File: src/rtl/fp_pkg.sv
// Shared types and helpers for the fp_addsub floating-point datapath:
// FSM state enum, exception flag bit positions and width-derived helpers.
package fp_pkg;

  typedef enum logic [2:0] {
    S_IDLE,
    S_UNPACK,
    S_ALIGN,
    S_ADD,
    S_NORM,
    S_ROUND,
    S_DONE
  } state_t;

  localparam int unsigned INVALID   = 3;
  localparam int unsigned OVERFLOW  = 2;
  localparam int unsigned UNDERFLOW = 1;
  localparam int unsigned INEXACT   = 0;

  // Guard, round and sticky bits carried below the mantissa LSB.
  localparam int unsigned GRS_W = 3;

  function automatic int unsigned fp_width(input int unsigned ew, input int unsigned mw);
    return 1 + ew + mw;
  endfunction

  // Canonical quiet NaN, right-aligned in a wide vector; callers slice to W bits.
  function automatic logic [127:0] fp_qnan(input int unsigned ew, input int unsigned mw);
    logic [127:0] r;
    r = ((128'(1) << ew) - 128'(1)) << mw;
    r = r | (128'(1) << (mw - 1));
    return r;
  endfunction

endpackage

File: src/rtl/fp_lzc.sv
// Combinational leading-zero counter; an all-zero input yields WIDTH.
module fp_lzc #(
  parameter int unsigned WIDTH = 27
) (
  input  logic [WIDTH-1:0]         value,
  output logic [$clog2(WIDTH+1)-1:0] count
);
  localparam int unsigned CW = $clog2(WIDTH + 1);

  logic [WIDTH-1:0] v;
  logic             found;

  always_comb begin
    count = '0;
    found = 1'b0;
    v     = value;
    for (int unsigned i = 0; i < WIDTH; i++) begin
      if (!found) begin
        if (v[WIDTH-1]) begin
          found = 1'b1;
        end else begin
          count = count + CW'(1);
          v     = v << 1;
        end
      end
    end
  end

endmodule

File: src/rtl/fp_addsub.sv
// fp_addsub: multi-cycle IEEE-754 add/subtract, round-to-nearest-even, fixed 6-cycle latency.
// Define FP_SUBNORMAL_EN for gradual underflow; otherwise subnormals are flushed to zero.
module fp_addsub
  import fp_pkg::*;
#(
  parameter int unsigned EXP_W = 8,
  parameter int unsigned MAN_W = 23
) (
  input  logic                 clk,
  input  logic                 reset,
  input  logic [EXP_W+MAN_W:0] a,
  input  logic [EXP_W+MAN_W:0] b,
  input  logic                 op,
  input  logic                 available,
  output logic                 busy,
  output logic [EXP_W+MAN_W:0] sum,
  output logic                 done,
  output logic [3:0]           exception
);
  localparam int unsigned W   = fp_width(EXP_W, MAN_W);
  localparam int unsigned AW  = MAN_W + 1 + GRS_W;
  localparam int unsigned SW  = AW + 1;
  localparam int unsigned LZW = $clog2(AW + 1);
  localparam logic signed [EXP_W+1:0] EONE = (EXP_W+2)'(1);
  localparam logic signed [EXP_W+1:0] EMAX = (EXP_W+2)'((1 << EXP_W) - 1);
`ifdef FP_SUBNORMAL_EN
  localparam bit FLUSH = 1'b0;
`else
  localparam bit FLUSH = 1'b1;
`endif

  state_t                  state;
  logic [W-1:0]            ra, rb, spec_res;
  logic                    sx, sy, rs, spec;
  logic [3:0]              spec_exc;
  logic [EXP_W-1:0]        ex, ey;
  logic [MAN_W:0]          mx, my;
  logic [AW-1:0]           xal, yal, nrm;
  logic [SW-1:0]           acc;
  logic signed [EXP_W+1:0] re, ne;

  // UNPACK: classify, restore hidden bit, order by magnitude.
  logic [EXP_W-1:0] ea, eb, ua_e, ub_e;
  logic [MAN_W:0]   ua_m, ub_m;
  logic             a_nan, b_nan, a_inf, b_inf, a_big, u_spec;
  logic [W-1:0]     u_sres;
  logic [3:0]       u_sexc;

  always_comb begin
    ea    = ra[W-2:MAN_W];
    eb    = rb[W-2:MAN_W];
    a_nan = (&ea) & (|ra[MAN_W-1:0]);
    b_nan = (&eb) & (|rb[MAN_W-1:0]);
    a_inf = (&ea) & ~(|ra[MAN_W-1:0]);
    b_inf = (&eb) & ~(|rb[MAN_W-1:0]);
`ifdef FP_SUBNORMAL_EN
    ua_e = (|ea) ? ea : EXP_W'(1);
    ub_e = (|eb) ? eb : EXP_W'(1);
    ua_m = {|ea, ra[MAN_W-1:0]};
    ub_m = {|eb, rb[MAN_W-1:0]};
`else
    ua_e = ea;
    ub_e = eb;
    ua_m = (|ea) ? {1'b1, ra[MAN_W-1:0]} : '0;
    ub_m = (|eb) ? {1'b1, rb[MAN_W-1:0]} : '0;
`endif
    a_big  = {ua_e, ua_m} >= {ub_e, ub_m};
    u_spec = 1'b1;
    u_sres = '0;
    u_sexc = '0;
    if (a_nan | b_nan | (a_inf & b_inf & (ra[W-1] != rb[W-1]))) begin
      u_sres          = W'(fp_qnan(EXP_W, MAN_W));
      u_sexc[INVALID] = 1'b1;
    end else if (a_inf) begin
      u_sres = ra;
    end else if (b_inf) begin
      u_sres = rb;
    end else begin
      u_spec = 1'b0;
    end
  end

  // ALIGN: distances beyond the GRS window collapse into sticky.
  logic [31:0]     dz;
  logic [2*AW-1:0] wide;
  logic [AW-1:0]   al_y;

  always_comb begin
    dz   = 32'(ex - ey);
    wide = {my, {GRS_W{1'b0}}, {AW{1'b0}}} >> dz;
    if (dz > AW - 1) begin
      al_y = {{(AW-1){1'b0}}, |my};
    end else begin
      al_y    = wide[2*AW-1:AW];
      al_y[0] = al_y[0] | (|wide[AW-1:0]);
    end
  end

  logic [SW-1:0] add_n;
  always_comb begin
    add_n = (sx == sy) ? ({1'b0, xal} + {1'b0, yal}) : ({1'b0, xal} - {1'b0, yal});
  end

  // NORM
  logic [LZW-1:0]          lz;
  logic [AW-1:0]           nrm_n;
  logic signed [EXP_W+1:0] ne_n;
  int                      lzi, shi;
`ifdef FP_SUBNORMAL_EN
  int                      lim;
`endif

  fp_lzc #(.WIDTH(AW)) u_lzc (.value(acc[AW-1:0]), .count(lz));

  always_comb begin
    lzi   = 32'(lz);
    shi   = lzi;
    nrm_n = '0;
    ne_n  = re;
`ifdef FP_SUBNORMAL_EN
    lim = 32'(re) - 1;
    if (lzi > lim) shi = lim;
`endif
    if (acc[SW-1]) begin
      nrm_n    = acc[SW-1:1];
      nrm_n[0] = acc[1] | acc[0];
      ne_n     = re + EONE;
    end else begin
      nrm_n = acc[AW-1:0] << shi;
      ne_n  = re - (EXP_W+2)'(shi);
    end
  end

  // ROUND and final packing; special-case results bypass the datapath here.
  logic                    up, inex, tiny;
  logic [MAN_W+1:0]        mr;
  logic [MAN_W:0]          mant;
  logic [EXP_W-1:0]        efld;
  logic signed [EXP_W+1:0] ef;
  logic [W-1:0]            res_n;
  logic [3:0]              exc_n;

  always_comb begin
    inex = |nrm[2:0];
    up   = nrm[2] & (nrm[1] | nrm[0] | nrm[3]);
    mr   = {1'b0, nrm[AW-1:GRS_W]} + (MAN_W+2)'(up);
    mant = mr[MAN_W+1] ? mr[MAN_W+1:1] : mr[MAN_W:0];
    ef   = mr[MAN_W+1] ? ne + EONE : ne;
    efld = mant[MAN_W] ? ef[EXP_W-1:0] : '0;
`ifdef FP_SUBNORMAL_EN
    tiny = ~nrm[AW-1];
`else
    tiny = ne < EONE;
`endif
    res_n = '0;
    exc_n = '0;
    if (spec) begin
      res_n = spec_res;
      exc_n = spec_exc;
    end else if (nrm == '0) begin
      res_n = {rs, {(W-1){1'b0}}};
    end else if (FLUSH && tiny) begin
      res_n            = {rs, {(W-1){1'b0}}};
      exc_n[UNDERFLOW] = 1'b1;
      exc_n[INEXACT]   = 1'b1;
    end else if (ef >= EMAX) begin
      res_n           = {rs, {EXP_W{1'b1}}, {MAN_W{1'b0}}};
      exc_n[OVERFLOW] = 1'b1;
      exc_n[INEXACT]  = 1'b1;
    end else begin
      res_n            = {rs, efld, mant[MAN_W-1:0]};
      exc_n[INEXACT]   = inex;
      exc_n[UNDERFLOW] = tiny & inex;
    end
  end

  always_ff @(posedge clk) begin
    if (reset) begin
      state     <= S_IDLE;
      sum       <= '0;
      exception <= '0;
      done      <= 1'b0;
      busy      <= 1'b0;
    end else begin
      case (state)
        S_IDLE: begin
          if (available) begin
            ra    <= a;
            rb    <= {b[W-1] ^ op, b[W-2:0]};
            busy  <= 1'b1;
            state <= S_UNPACK;
          end
        end
        S_UNPACK: begin
          sx       <= a_big ? ra[W-1] : rb[W-1];
          sy       <= a_big ? rb[W-1] : ra[W-1];
          ex       <= a_big ? ua_e : ub_e;
          ey       <= a_big ? ub_e : ua_e;
          mx       <= a_big ? ua_m : ub_m;
          my       <= a_big ? ub_m : ua_m;
          spec     <= u_spec;
          spec_res <= u_sres;
          spec_exc <= u_sexc;
          state    <= S_ALIGN;
        end
        S_ALIGN: begin
          xal   <= {mx, {GRS_W{1'b0}}};
          yal   <= al_y;
          state <= S_ADD;
        end
        S_ADD: begin
          acc   <= add_n;
          rs    <= (add_n == '0) ? (sx & sy) : sx;
          re    <= {2'b00, ex};
          state <= S_NORM;
        end
        S_NORM: begin
          nrm   <= nrm_n;
          ne    <= ne_n;
          state <= S_ROUND;
        end
        S_ROUND: begin
          sum       <= res_n;
          exception <= exc_n;
          done      <= 1'b1;
          state     <= S_DONE;
        end
        S_DONE: begin
          done  <= 1'b0;
          busy  <= 1'b0;
          state <= S_IDLE;
        end
        default: state <= S_IDLE;
      endcase
    end
  end

endmodule

File: config.mk
export PLATFORM = sky130hd
export DESIGN_NAME = fp_addsub
export DESIGN_NICKNAME = d
export VERILOG_FILES = /design/src/rtl/fp_pkg.sv /design/src/rtl/fp_lzc.sv /design/src/rtl/fp_addsub.sv
export SDC_FILE = /design/constraint.sdc
export NUM_CORES = 1
export LEC_CHECK = 0
export CAP_MARGIN = 30
export CORE_ASPECT_RATIO = 1.5
export CORE_MARGIN = 2
export CORE_UTILIZATION = 60
export CTS_BUF_LIST = sky130_fd_sc_hd__clkbuf_16
export DETAILED_ROUTE_END_ITERATION = 10
export PLACE_DENSITY = 0.75
export SLEW_MARGIN = 30
export SYNTH_ARGS = -nofsm -noshare
export SYNTH_HDL_FRONTEND = slang
export SYNTH_SLANG_ARGS = --single-unit
File: constraint.sdc
create_clock -name clk -period 15.65 [get_ports clk]
set_input_delay 3.13 -clock clk [delete_from_list [all_inputs] [get_ports clk]]
set_output_delay 3.13 -clock clk [all_outputs]
set_load 0.005 [all_outputs]
==> results of run 1 <==
==> worst paths after layout <==
| kind | end | cells past startpoint |
|---|---|---|
| worst max-delay path | ne[7]$_DFFE_PP_ | 66 |
| worst min-delay path | xal[26]$_DFFE_PP_ | 0 |
| worst max register to register | ne[7]$_DFFE_PP_ | 66 |
| worst min register to register | xal[26]$_DFFE_PP_ | 0 |
==> layout make-up <==
cell class	count	area (sq um)	share of cell area, %
Clock buffer	31	776	2.77
Clock inverter	26	260	0.929
Inverter	153	577	2.06
Multi-Input combinational cell	2120	14800	52.8
Sequential cell	330	9500	33.9
Tap cell	564	706	2.52
Timing Repair Buffer	153	1410	5.04
==> where the power goes <==
group	internal [mW]	switching, mW	total [mW]
Clock	0.430	0.338	0.769
Sequential	0.993	0.0211	1.01
Combinational	0.122	0.180	0.302
==> kinds of logic after synthesis <==
| kind of cell | share of synthesized area, % |
|---|---|
| AOI/OAI and AO/OA | 20.4 |
| xor gates and xnor gates | 4.26 |
| adders and majority gates | 6.61 |
| buffers and inverters | 4.80 |
| DFF | 37.5 |
| muxes | 8.09 |
| other | 0.0148 |
| and+or+nand+nor | 18.4 |
==> cells in the final DEF (no fill, tap or decap), types with 13 or more instances in the layout <==
cell / synthesis / routed
a22oi_1: 19 / 18
dfxtp_1: 41 / 41
nand3_1: 68 / 68
nor2b_1: 46 / 46
a221oi_1: 32 / 31
and3_1: 21 / 21
o21a_1: 20 / 20
a21o_1: 39 / 39
xnor2_1: 47 / 47
a211oi_1: 53 / 53
o31ai_1: 15 / 15
nor2_1: 221 / 219
mux2i_1: 129 / 129
nand4_1: 29 / 29
or2_2: 16 / 16
inv_1: 149 / 152
and2_1: 27 / 27
xor2_1: 37 / 35
o21ai_0: 141 / 139
nor3_1: 84 / 77
clkbuf_16: 0 / 31
nor4_1: 41 / 40
a211o_1: 16 / 16
mux2_2: 42 / 42
o211ai_1: 40 / 40
edfxtp_1: 289 / 289
o21bai_1: 14 / 14
nand2_1: 230 / 230
clkdlybuf4s50_1: 0 / 104
a31oi_1: 29 / 29
buf_4: 4 / 47
or3_1: 21 / 21
ha_1: 125 / 125
nand2b_1: 34 / 34
o22ai_1: 30 / 30
conb_1: 1 / 22
a21oi_1: 173 / 173
nand3b_1: 13 / 13
==> cell usage after synthesis, drive strengths merged, types with 41 or more instances <==
library cell	count
edfxtp	289
nand2	231
nor2	227
a21oi	175
inv	152
o21ai	148
mux2i	130
ha	125
clkbuf	115
nor3	89
nand3	69
a211oi	55
xnor2	51
nor2b	46
buf	43
nor4	43
mux2	42
dfxtp	41
o211ai	41
==> sequential cells by signal (all words and copies together), names as in the netlist, 4 cells and up <==
name,cells
acc,28
ne,10
ey,8
nrm,27
xal,24
rb,32
ex,8
spec_res,32
sum,32
my,24
yal,27
exception,4
ra,32
mx,24
re,8
==> routing by layer <==
metal / share of wire (%) / track usage (%) / vias to the layer above
li1: - / - / 10400
met1: 34 / 37.6 / 10900
met2: 52 / 64.4 / 1063
met3: 6.2 / 5.57 / 337
met4: 7.8 / 23.9 / 0
met5: 0 / 0 / -
==> results.py, run 1 <==
metrics = {
    "cts": {
        "cts_tree": "done",
        "cts-hold-fix-buffers": 0,
        "clockBufferDepth": 3,
        "numCtsBuffers": 31,
        "cts-root-buf": "clkbuf_16",
        "clkTransAtPathRegs_ns": 0.06,
        "clock-sinks": 330,
        "ctsResizeCount": 0,
        "post_cts_buffers": 0,
        "clk_latency_ns": 0.60,
        "htreeDepth": 1,
    },
    "synthesis": {
        "synth-seq-area-share_pct": 37.5,
        "syn-cell-area_sq_mm": 0.0253,
        "yosysWarningCount": 0,
        "synth-edff-count": 289,
        "synth_flop_cell": "edfxtp_1",
        "synth_top_area_cell": "edfxtp_1",
        "synth_area_leaders": "edfxtp_1, ha_1, mux2i_1",
        "ys_ff_latch": 330,
        "synth_cell_type_count": 119,
        "yosys.area.top_type_share_pct": 34.3,
        "async_reset_ff_share_pct": 0,
        "synthCells": 2740,
        "avgSynthCellArea_sq_um": 9.24,
    },
    "floorplan": {
        "die_h_um": 256,
        "dieWidth_um": 172,
        "die-area_sq_mm": 0.0439,
        "ios": 106,
        "core_sq_mm": 0.0419,
        "start_util_pct": 60.4,
        "rows": 92,
    },
    "critical_path": {
        "required_ns": 16.01,
        "crit_path_frequent_cell": "ha_1",
        "arrival_ns": 14.28,
        "r2r_slack_ns": 1.72,
        "critPathMaxStageDelay_ns": 0.71,
        "crit_type": "reg2reg",
        "rr_startpoint": "acc[25]$_DFFE_PP_",
        "end_kind": "register",
        "crit_slowest_cell": "a211oi_2",
        "critPathTopFamily": "adder cells",
        "setup.worst_path.start_class": "register",
        "critPathLaunch": "acc[25]$_DFFE_PP_",
        "cp_max_fo": 48,
        "critPathBufInv": 10,
    },
    "final_layout": {
        "fin_util_pct": 66.8,
        "layout-drive-gt1-share_pct": 8.53,
        "diodes": 0,
        "layout.nets": 2985,
        "area_growth_pct": 10.6,
        "stdcell_area_sq_mm": 0.0280,
        "fin_cells": 3377,
        "nFillCells": 3361,
    },
    "detailed_routing": {
        "num_vias": 22700,
        "ant_nets": 0,
        "first_iter_violations": 2360,
        "wl_per_cell_um": 23.2,
        "firstDrtPassIters": 8,
        "routed_wl_mm": 78.3,
        "drc": 0,
        "routed_via_density": 6.72,
    },
    "place": {
        "dp_cells": 3320,
        "dpl_cell_area_sq_mm": 0.0270,
        "dp_slack_ns": 2.22,
        "place_congestion": 1.08,
        "dp_hpwl_mm": 57.5,
        "io_buffers": 105,
    },
    "global_route": {
        "gr-total-overflow": 0,
        "antenna_found_initial": 1,
        "grt.total_usage_pct": 35.7,
        "grt_pass1_wl_mm": 123,
        "grt_max_degree": 71,
        "grt_pass1_vias": 22700,
    },
    "timing": {
        "worstMarginPinSlew_ns": 1.01,
        "finalHoldViolCount": 0,
        "fin_ws_ns": 1.72,
        "max_freq_mhz": 71.8,
        "hold_slack_ns": 0.419,
        "fin_crit_ns": 13.93,
        "slew_headroom_pct": 32.6,
        "fin_setup_tns_ns": 0,
        "rsz0062_at_grt": "false",
        "min_period_over_period_pct": 89.0,
        "drv_slew": 0,
        "setup_viol": 0,
        "fin_skew_ns": 0.0275,
    },
    "power": {
        "max-vdd-ir-drop_mv": 0.0987,
        "power.total_mw": 2.08,
        "p_leak_nw": 10.7,
        "powerDensity_mw_per_mm2": 74.4,
    },
    "worst_hold_path": {
        "holdCritPathClass": "reg2reg",
        "worstHoldStart": "mx[23]$_DFFE_PP_",
    },
    "job": {
        "drv_cap": 0,
    },
    "status": {
        "status": "completed",
    },
}
Power figures use the tool's default switching activity.
==> run 2: changes to the inputs <==
Settings changed: CORE_MARGIN 2 to unset.
==> results.py, run 2 (synthesis gave the netlist of run 1 again) <==
metrics = {
    "critical_path": {
        "crit_slowest_cell": "xor2_1",
        "crit_end": "ne[7]$_DFFE_PP_",
        "required_ns": 16.00,
        "critPathTopFamily": "compound AO/OA/AOI/OAI gates",
        "crit_path_frequent_cell": "ha_1",
        "rr_endpoint": "ne[7]$_DFFE_PP_",
        "rr_startpoint": "acc[24]$_DFFE_PP_",
        "r2r_slack_ns": 1.63,
        "critPathMaxStageDelay_ns": 0.62,
        "end_kind": "register",
        "rr_worst_depth": 66,
        "arrival_ns": 14.37,
        "cp.depth": 66,
        "crit_type": "reg2reg",
        "critPathLaunch": "acc[24]$_DFFE_PP_",
        "cp_max_fo": 33,
        "setup.worst_path.start_class": "register",
        "critPathBufInv": 9,
    },
    "timing": {
        "fin_skew_ns": 0.0206,
        "fin_setup_tns_ns": 0,
        "min_period_over_period_pct": 89.6,
        "worstMarginPinSlew_ns": 1.00,
        "setup_viol": 0,
        "drv_slew": 0,
        "hold_slack_ns": 0.418,
        "finalHoldViolCount": 0,
        "rsz0062_at_grt": "false",
        "fin_crit_ns": 14.02,
        "fin_ws_ns": 1.63,
        "max_freq_mhz": 71.3,
        "slew_headroom_pct": 32.4,
    },
    "final_layout": {
        "nFillCells": 3145,
        "fin_util_pct": 67.8,
        "area_growth_pct": 10.6,
        "layout-drive-gt1-share_pct": 8.59,
        "final_cell_mix": "edfxtp_1, nand2_1, nor2_1",
        "diodes": 0,
        "stdcell_area_sq_mm": 0.0280,
        "fin_cells": 3375,
        "layout.nets": 2988,
        "final_common_cell": "edfxtp_1",
    },
    "cts": {
        "cts_tree": "done",
        "cts-root-buf": "clkbuf_16",
        "numCtsBuffers": 31,
        "ctsResizeCount": 0,
        "clock-sinks": 330,
        "clockBufferDepth": 3,
        "cts-hold-fix-buffers": 0,
        "clkTransAtPathRegs_ns": 0.07,
        "htreeDepth": 1,
        "post_cts_buffers": 0,
        "clk_latency_ns": 0.60,
    },
    "detailed_routing": {
        "ant_nets": 0,
        "routed_wl_mm": 78.5,
        "routed_via_density": 6.70,
        "wl_per_cell_um": 23.2,
        "num_vias": 22600,
        "firstDrtPassIters": 8,
        "drc": 0,
        "first_iter_violations": 2266,
    },
    "power": {
        "max-vdd-ir-drop_mv": 0.0964,
        "swShare_pct": 26.1,
        "p_int_mw": 1.54,
        "p_switching_uw": 544,
        "p_comb_share_pct": 14.5,
        "power.total_mw": 2.09,
        "clkPwrFrac_pct": 36.9,
        "p_leak_nw": 10.8,
        "pwr-share-seq_pct": 48.6,
        "powerDensity_mw_per_mm2": 74.6,
    },
    "floorplan": {
        "core_sq_mm": 0.0413,
        "rows": 91,
        "die_h_um": 254,
        "dieWidth_um": 170,
        "ios": 106,
        "start_util_pct": 61.3,
        "die-area_sq_mm": 0.0430,
    },
    "global_route": {
        "gr-total-overflow": 0,
        "grt_pass1_wl_mm": 122,
        "grt.total_usage_pct": 36.3,
        "antenna_found_initial": 0,
        "grt_max_degree": 71,
        "grt_pass1_vias": 22800,
    },
    "place": {
        "dp_hpwl_mm": 58.6,
        "dpl_cell_area_sq_mm": 0.0270,
        "dp_cells": 3317,
        "io_buffers": 105,
        "dp_slack_ns": 1.98,
        "place_congestion": 1.02,
    },
    "status": {
        "status": "completed",
    },
    "worst_hold_path": {
        "holdCritPathClass": "reg2reg",
    },
    "job": {
        "drv_cap": 0,
    },
}
-- run 2: layout make-up --
type,count,area [sq um],area share (%)
repair buffers,156,1430,5.10
well taps,558,698,2.49
clock buffers,31,776,2.77
flip-flops and latches,330,9500,33.9
clock inverters,27,250,0.894
inverters,153,577,2.06
multi-input cells,2120,14800,52.8
-- run 2: how the worst min path moves through the flow --
stage / endpoint / cells after the start / from / slack, ns
finish: xal[26]$_DFFE_PP_ / 0 / mx[23]$_DFFE_PP_ / 0.42
global route: xal[24]$_DFFE_PP_ / 0 / mx[21]$_DFFE_PP_ / 0.43
CTS: xal[26]$_DFFE_PP_ / 0 / mx[23]$_DFFE_PP_ / 0.42
detailed placement: xal[26]$_DFFE_PP_ / 0 / mx[23]$_DFFE_PP_ / 0.40
global placement: xal[26]$_DFFE_PP_ / 0 / mx[23]$_DFFE_PP_ / 0.40
floorplan: xal[10]$_DFFE_PP_ / 0 / mx[7]$_DFFE_PP_ / 0.40
-- run 2: layer usage --
layer	up-vias	global-route usage, %	wire length (um)
li1	10400	-	-
met1	10800	37.1	27000
met2	1104	68.1	41600
met3	329	4.59	4320
met4	0	24.6	5560
met5	-	0	0
-- run 2: power groups by stage --
stage,logic [mW],clock network (mW),registers [mW]
after floorplan,0.207,0,1.03
after global placement,0.285,0,1.03
after detailed placement,0.294,0,1.03
after CTS,0.298,0.773,1.01
after global routing,0.329,0.798,1.02
final,0.304,0.770,1.01
==> run 3: changes to the inputs <==
Settings changed: REMOVE_ABC_BUFFERS set to 1.
==> results.py, run 3 (synthesis gave the netlist of run 1 again) <==
metrics = {
    "cts": {
        "cts_tree": "done",
        "clk_latency_ns": 0.55,
        "numCtsBuffers": 34,
        "clock-sinks": 330,
        "clkTransAtPathRegs_ns": 0.06,
        "cts-hold-fix-buffers": 0,
        "post_cts_buffers": 0,
        "clockBufferDepth": 3,
        "htreeDepth": 2,
        "cts-root-buf": "clkbuf_16",
        "ctsResizeCount": 0,
    },
    "timing": {
        "fin_skew_ns": 0.0233,
        "worstMarginPinSlew_ns": 0.983,
        "finalHoldViolCount": 0,
        "max_freq_mhz": 73.4,
        "min_period_over_period_pct": 87.1,
        "fin_crit_ns": 13.63,
        "slew_headroom_pct": 34.2,
        "setup_viol": 0,
        "drv_slew": 0,
        "rsz0062_at_grt": "false",
        "fin_setup_tns_ns": 0,
        "fin_ws_ns": 2.02,
    },
    "worst_hold_path": {
        "holdCritPathClass": "reg2reg",
    },
    "power": {
        "max-vdd-ir-drop_mv": 0.114,
        "p_leak_nw": 10.8,
        "powerDensity_mw_per_mm2": 75.9,
        "power.total_mw": 2.13,
    },
    "floorplan": {
        "die_h_um": 254,
        "rows": 91,
        "core_sq_mm": 0.0413,
        "start_util_pct": 61.3,
        "dieWidth_um": 170,
        "ios": 106,
        "die-area_sq_mm": 0.0430,
    },
    "detailed_routing": {
        "routed_via_density": 6.73,
        "first_iter_violations": 2137,
        "drc": 0,
        "firstDrtPassIters": 7,
        "num_vias": 22700,
        "ant_nets": 0,
        "routed_wl_mm": 78.9,
        "wl_per_cell_um": 23.4,
    },
    "final_layout": {
        "fin_cells": 3376,
        "layout-drive-gt1-share_pct": 8.55,
        "diodes": 0,
        "final_common_cell": "edfxtp_1",
        "final_cell_mix": "edfxtp_1, nand2_1, nor2_1",
        "layout.nets": 2988,
        "area_growth_pct": 10.9,
    },
    "critical_path": {
        "crit_path_frequent_cell": "ha_1",
        "crit_slowest_cell": "xor2_1",
        "cp_max_fo": 54,
        "arrival_ns": 13.92,
        "required_ns": 15.93,
        "end_kind": "register",
        "critPathMaxStageDelay_ns": 0.56,
        "crit_type": "reg2reg",
        "setup.worst_path.start_class": "register",
    },
    "place": {
        "dp_cells": 3312,
        "dp_hpwl_mm": 59.1,
        "place_congestion": 1.01,
        "io_buffers": 105,
        "dp_slack_ns": 2.28,
    },
    "global_route": {
        "grt_max_degree": 70,
        "grt.total_usage_pct": 36.6,
        "antenna_found_initial": 1,
        "grt_pass1_wl_mm": 122,
        "gr-total-overflow": 0,
        "grt_pass1_vias": 22900,
    },
    "status": {
        "status": "completed",
    },
    "job": {
        "drv_cap": 0,
    },
}
## run 3: per-stage QoR
stage	cell area, sq um	util, %	hold WS, ns
after floorplan	24800	-	0.400
after detailed placement	26900	65.2	0.406
after CTS	28000	67.9	0.421
after global routing	28100	68.0	0.430
after global placement	26900	65.2	0.403
final	28100	68.0	0.421
## run 3: final timing paths
| kind | start | end | slack (ns) | cells past startpoint |
|---|---|---|---|---|
| hold reg to reg | mx[3]$_DFFE_PP_ | xal[6]$_DFFE_PP_ | 0.42 | 0 |
| setup / recovery | acc[26]$_DFFE_PP_ | ne[7]$_DFFE_PP_ | 2.02 | 66 |
| setup reg to reg | acc[26]$_DFFE_PP_ | ne[7]$_DFFE_PP_ | 2.02 | 66 |
| hold / removal | mx[3]$_DFFE_PP_ | xal[6]$_DFFE_PP_ | 0.42 | 0 |
## run 3: report_power, final
part	total [mW]	internal [mW]	switching (mW)
Clock	0.811	0.461	0.350
Combinational	0.308	0.122	0.185
Sequential	1.01	0.993	0.0213
Total	2.13	1.58	0.556
## run 3: critical path: cells and delay by family, from the launching register on
family	cells	cell delay (ns)
buffers and inverters	11	1.55
AO/OA/AOI/OAI	21	3.96
flip-flops	1	0.35
multiplexers	3	0.58
AND/OR/NAND/NOR	14	2.00
XOR/XNOR	2	0.64
adder cells (fa/ha/maj)	15	4.29
## run 3: area by class of cell
cell class | instances | area, sq um
Sequential cell | 330 | 9500
Timing Repair Buffer | 153 | 1420
Clock buffer | 35 | 876
Fill cell | 3203 | 13200
Clock inverter | 27 | 228
Multi-Input combinational cell | 2120 | 14800
Tap cell | 558 | 698
Inverter | 153 | 577
## run 3: metal layers
layer | wire (um) | GRT usage (%) | vias up
met4 | 6700 | 29.1 | 0
met3 | 4200 | 4.64 | 373
met2 | 41300 | 67.9 | 1152
met1 | 26800 | 36.4 | 10800
li1 | - | - | 10400
met5 | 0 | 0 | -
